## config.mk

```make
export PLATFORM = sky130hd
export DESIGN_NAME = imm_ext_issue
export DESIGN_NICKNAME = d
export VERILOG_FILES = /design/src/rtl/imm_ext_issue.sv
export SDC_FILE = /design/constraint.sdc
export NUM_CORES = 1
export LEC_CHECK = 0
export CORE_AREA = 10 10 140 142
export DETAILED_ROUTE_END_ITERATION = 7
export DIE_AREA = 0 0 150 152
export SLEW_MARGIN = 15
export SYNTH_ARGS = -nofsm -noshare
export SYNTH_HDL_FRONTEND = slang
export SYNTH_SLANG_ARGS = --single-unit
```

## constraint.sdc

```tcl
create_clock -name clk -period 2.1 [get_ports clk]
set_input_delay 0.315 -clock clk [delete_from_list [all_inputs] [get_ports clk]]
set_output_delay 0.315 -clock clk [all_outputs]
set_load 0.01 [all_outputs]
```

## src/rtl/imm_ext_issue.sv

```systemverilog
// ID->EX immediate issue stage: opcode decode, immediate extension and a 2-entry skid buffer.
// Optional feature macro LUI_UPPER_EN: when defined, LUI issues pre-shifted in mode UPPER.
module imm_ext_issue #(
   parameter logic [31:0] NONE_IMM = 32'h0000_0000
) (
   input  logic        clk,
   input  logic        resetn,
   input  logic        flush,
   input  logic        id_valid,
   output logic        id_ready,
   input  logic [31:0] id_instr,
   input  logic [31:0] id_pc,
   output logic        ex_valid,
   input  logic        ex_ready,
   output logic [31:0] ex_imm,
   output logic [1:0]  ex_mode,
   output logic [31:0] ex_pc
);

   localparam logic [1:0] MODE_NONE  = 2'b00;
   localparam logic [1:0] MODE_SIGN  = 2'b01;
   localparam logic [1:0] MODE_ZERO  = 2'b10;
   localparam logic [1:0] MODE_UPPER = 2'b11;

   logic [5:0]  opcode;
   logic [15:0] imm16;
   logic [31:0] dec_imm;
   logic [1:0]  dec_mode;
   logic        accept;

   logic        out_valid_q, out_valid_d;
   logic [31:0] out_imm_q, out_imm_d;
   logic [1:0]  out_mode_q, out_mode_d;
   logic [31:0] out_pc_q, out_pc_d;
   logic        skid_valid_q, skid_valid_d;
   logic [31:0] skid_imm_q, skid_imm_d;
   logic [1:0]  skid_mode_q, skid_mode_d;
   logic [31:0] skid_pc_q, skid_pc_d;

   // Register fields [25:16] carry no immediate information for this stage.
   logic unused_rs_rt;
   assign unused_rs_rt = ^id_instr[25:16];

   assign opcode = id_instr[31:26];
   assign imm16  = id_instr[15:0];

   // NOTE: every always_comb output gets a default first so no path can infer a latch.
   always_comb begin
      dec_imm  = NONE_IMM;
      dec_mode = MODE_NONE;
      casez (opcode)
         6'b0010??, 6'b10????: begin
            dec_imm  = {{16{imm16[15]}}, imm16};
            dec_mode = MODE_SIGN;
         end
         6'b001100, 6'b001101, 6'b001110: begin
            dec_imm  = {16'h0000, imm16};
            dec_mode = MODE_ZERO;
         end
         6'b001111: begin
`ifdef LUI_UPPER_EN
            dec_imm  = {imm16, 16'h0000};
            dec_mode = MODE_UPPER;
`else
            dec_imm  = {16'h0000, imm16};
            dec_mode = MODE_ZERO;
`endif
         end
         6'b0001??, 6'b000001: begin
            dec_imm  = {{14{imm16[15]}}, imm16, 2'b00};
            dec_mode = MODE_SIGN;
         end
         default: ;
      endcase
   end

   // id_ready depends only on registered state, never on ex_ready.
   assign id_ready = ~skid_valid_q;
   assign accept   = id_valid & id_ready;

   always_comb begin
      out_valid_d  = out_valid_q;
      out_imm_d    = out_imm_q;
      out_mode_d   = out_mode_q;
      out_pc_d     = out_pc_q;
      skid_valid_d = skid_valid_q;
      skid_imm_d   = skid_imm_q;
      skid_mode_d  = skid_mode_q;
      skid_pc_d    = skid_pc_q;
      if (flush) begin
         out_valid_d  = 1'b0;
         skid_valid_d = 1'b0;
      end else if (!out_valid_q || ex_ready) begin
         if (skid_valid_q) begin
            out_valid_d  = 1'b1;
            out_imm_d    = skid_imm_q;
            out_mode_d   = skid_mode_q;
            out_pc_d     = skid_pc_q;
            skid_valid_d = 1'b0;
         end else if (accept) begin
            out_valid_d = 1'b1;
            out_imm_d   = dec_imm;
            out_mode_d  = dec_mode;
            out_pc_d    = id_pc;
         end else begin
            out_valid_d = 1'b0;
         end
      end else if (accept) begin
         skid_valid_d = 1'b1;
         skid_imm_d   = dec_imm;
         skid_mode_d  = dec_mode;
         skid_pc_d    = id_pc;
      end
   end

   // NOTE: sequential state uses non-blocking assignments; data registers are
   // reset too because ex_imm/ex_mode/ex_pc must read zero out of reset.
   always_ff @(posedge clk or negedge resetn) begin
      if (!resetn) begin
         out_valid_q  <= 1'b0;
         out_imm_q    <= 32'h0;
         out_mode_q   <= MODE_NONE;
         out_pc_q     <= 32'h0;
         skid_valid_q <= 1'b0;
         skid_imm_q   <= 32'h0;
         skid_mode_q  <= MODE_NONE;
         skid_pc_q    <= 32'h0;
      end else begin
         out_valid_q  <= out_valid_d;
         out_imm_q    <= out_imm_d;
         out_mode_q   <= out_mode_d;
         out_pc_q     <= out_pc_d;
         skid_valid_q <= skid_valid_d;
         skid_imm_q   <= skid_imm_d;
         skid_mode_q  <= skid_mode_d;
         skid_pc_q    <= skid_pc_d;
      end
   end

   assign ex_valid = out_valid_q;
   assign ex_imm   = out_imm_q;
   assign ex_mode  = out_mode_q;
   assign ex_pc    = out_pc_q;

endmodule
```

==> results by group, run 1 <==
Die
  – Row cnt: 48
  – Core ar.: 16940 sq um
  – Die footprint: 22800 sq um
  – I/O Pins: 137
  – Die Height: 152 um
  – Initial Utilization: 29.10%
  – Die W: 150 um

Route
  – Final ANT Viol Nets: 0
  – First-pass iteration count of the detailed router: 4
  – Post-DR wirelength/cell: 16.24 um
  – DR DRC count: 0
  – Total number of vias: 4052
  – Initial DRC Count: 188
  – Vias per std cell: 4.795
  – WL final: 13720 um

STA
  – Clock skew: 5.190 ps
  – Final setup violation count: 0
  – Min Tclk post-route: 1946 ps
  – RSZ-0062 raised after global routing: false
  – Fmax: 0.5138 GHz
  – Worst hold slack: 385.3 ps
  – Relative slew margins: 49.50%
  – Fin Setup TNS: 0 ps
  – Final hold viol count: 0
  – Least-Margin Pin Slew: 754.7 ps
  – Slew Viols, Final: 0
  – Period utilization: 92.67%

Global routing
  – Total Routing Usage GR: 12.06%
  – Grt total ovfl: 0
  – Initial antenna violation count: 0
  – First-pass GRT wire length: 22400 um
  – Largest net degree at the start of global routing: 58
  – Number of global-route vias before repair: 4181

Placement
  – Final HPWL DP: 9600 um
  – DP Cell Count: 829
  – Routability cong.: 0.7497
  – PortBufs: 126

Yosys
  – Register area share after synthesis: 53.82%
  – Yosys reg bits: 106
  – Synthesized cell area: 4928 sq um
  – Syn nets: 575
  – Yosys cell types: 32
  – Syn Area/Cell: 9.740 sq um
  – Cells after synthesis: 506
  – Warnings from Yosys: 0

Setup path
  – Crit path max fanout: 6
  – Crit path DAT: 1630 ps
  – Cell family with most CP delay: buffers and inverters
  – CP Launch Type: flop
  – Crit path buf inv count: 2
  – CP max stage delay: 590 ps
  – Critical Path End Type: output pin
  – Critical Path, Cell by Cell: inv_1 > clkdlybuf4s50_1
  – CP max-delay cell: clkdlybuf4s50_1
  – CP required: 1780 ps
  – Type of the worst setup path: flop to output pin

Finish
  – Layout cell share with drive strength beyond 1: 9.032%
  – Most frequent cells in the layout: 169 x nand2_1, 125 x clkdlybuf4s50_1, 105 x dfrtp_1
  – Filler cells: 1673
  – Most common cell after layout, fill and taps aside: nand2_1
  – Layout Area Growth over Synthesis: 35.95%
  – Non-Filler Instances: 845
  – Final #Nets: 685
  – Antenna diodes: 0

Clock tree
  – Htree depth: 3
  – Root Driver: clkbuf_16
  – CTS Buf Count: 9
  – CTS tree: built
  – Resized cells post-CTS: 0
  – CTS Buffer Depth: 2
  – CTS Sinks: 106
  – Clk_lat worst skew: 350 ps
  – CTS clk-pin slew, worst paths: 70 ps

Power and ir drop
  – VDD IR max: 0.3604 mV
  – Leakage: 0.002919 uW
  – Tot Pwr: 5448 uW
  – Pwr/cell area: 813.2 nW/um^2

Run status
  – Status: complete, no violations

Min path
  – Hold Crit Class: primary input to asynchronous set/reset pin

Flow run
  – # Max-Cap Violations: 0
-- Yosys cell counts (all sizes together) --
master / n / share of area, %
nand2b: 4 / 0.66
o21ai: 35 / 3.6
nor4: 1 / 0.13
nor3: 3 / 0.41
a21oi: 11 / 1.1
a311oi: 1 / 0.18
a221oi: 14 / 3.8
inv: 2 / 0.15
dfrtp: 106 / 54
clkbuf: 10 / 0.76
mux2: 1 / 0.23
nand3: 4 / 0.41
a221o: 14 / 2.8
a31o: 1 / 0.18
mux2i: 32 / 6.5
or3: 2 / 0.36
nor2b: 1 / 0.13
and3b: 1 / 0.18
o41ai: 1 / 0.33
nor2: 36 / 2.7
a32o: 15 / 3.0
nand2: 169 / 13
buf: 40 / 5.2
o2bb2ai: 1 / 0.18
a2111oi: 1 / 0.30
-- area by class of cell --
class | count | area, sq um | share of cell area (%)
repair buffers | 149 | 1496 | 22.33
well taps | 225 | 281.5 | 4.202
inverters | 2 | 7.507 | 0.1120
multi-input cells | 348 | 1998 | 29.82
clock buffers | 10 | 229.0 | 3.417
flip-flops and latches | 106 | 2656 | 39.65
clock inverters | 5 | 31.28 | 0.4669
-- what timing repair did --
action                                 in CTS  in global routing
endpoints found under the hold margin      16                  0
setup endpoints to repair                   0                  0
setup buffers                               0                  0
hold buffers                                1                  0
-- where the power goes --
group / internal (uW) / leakage (uW) / switching [uW]
Clock: 797 / 0.000128 / 744
Sequential: 2420 / 0.00133 / 221
Combinational: 687 / 0.00146 / 580
-- cells by family (layout without fill, tap and decap cells) --
kind of cell           after synthesis  after routing  share of synthesized area [%]
AOI/OAI and AO/OA                   94             94                          15.49
DFF                                106            106                          53.82
and+or+nand+nor                    221            221                          17.87
buffers and inverters               52            166                          6.093
muxes                               33             33                          6.728
-- sequential cells by signal, summed over array words and instances, names as in the netlist --
signal,count
ex_valid,1
ex_pc,32
ex_mode,2
skid_pc_q,32
ex_imm,18
skid_imm_q,18
skid_mode_q,2
skid_valid_q,1
-- path summary, 6_finish.rpt --
kind                                startpoint              to  slack, ps  cells past startpoint
worst max-delay path              skid_valid_q        id_ready        150                      2
worst min-delay path                    resetn   skid_pc_q[28]        390                      2
worst max register to register    skid_valid_q   skid_imm_q[3]        370                      5
worst min register to register  skid_mode_q[0]  skid_mode_q[0]        470                      2
max in group asynchronous               resetn       ex_pc[11]       1010                      3
min in group clk                skid_mode_q[0]  skid_mode_q[0]        470                      2
-- metal layers --
layer | share of wire [%] | up-vias | wire length, um | GRT usage [%]
met2 | 47 | 113 | 6516 | 20.02
met5 | 0 | - | 0 | 0
met1 | 45 | 1985 | 6159 | 14.90
li1 | - | 1943 | - | -
met4 | 1.3 | 0 | 177 | 3.148
met3 | 6.3 | 11 | 868 | 3.475
-- per-stage QoR --
step	cell area, sq um	setup WS, ps	util [%]
2_1_floorplan	4928	542.5	-
3_3_place_gp	6430	72.02	37.97
3_5_place_dp	6430	28.02	37.97
4_1_cts	6700	108.8	39.56
5_1_grt	6700	97.36	39.56
6_report	6700	153.9	39.56
Power figures use the tool's default switching activity.
==> inputs of run 2 (changes only) <==
--- a/config.mk
+++ b/config.mk
@@ -5,9 +5,11 @@
 export SDC_FILE = /design/constraint.sdc
 export NUM_CORES = 1
 export LEC_CHECK = 0
+export ABC_CLOCK_PERIOD_IN_PS = 2100
 export CORE_AREA = 10 10 140 142
 export DETAILED_ROUTE_END_ITERATION = 7
 export DIE_AREA = 0 0 150 152
+export PLACE_DENSITY = 0.6
 export SLEW_MARGIN = 15
 export SYNTH_ARGS = -nofsm -noshare
 export SYNTH_HDL_FRONTEND = slang
==> results of run 2 <==
No change in the layout: final DEF, timing and power equal those of run 1.
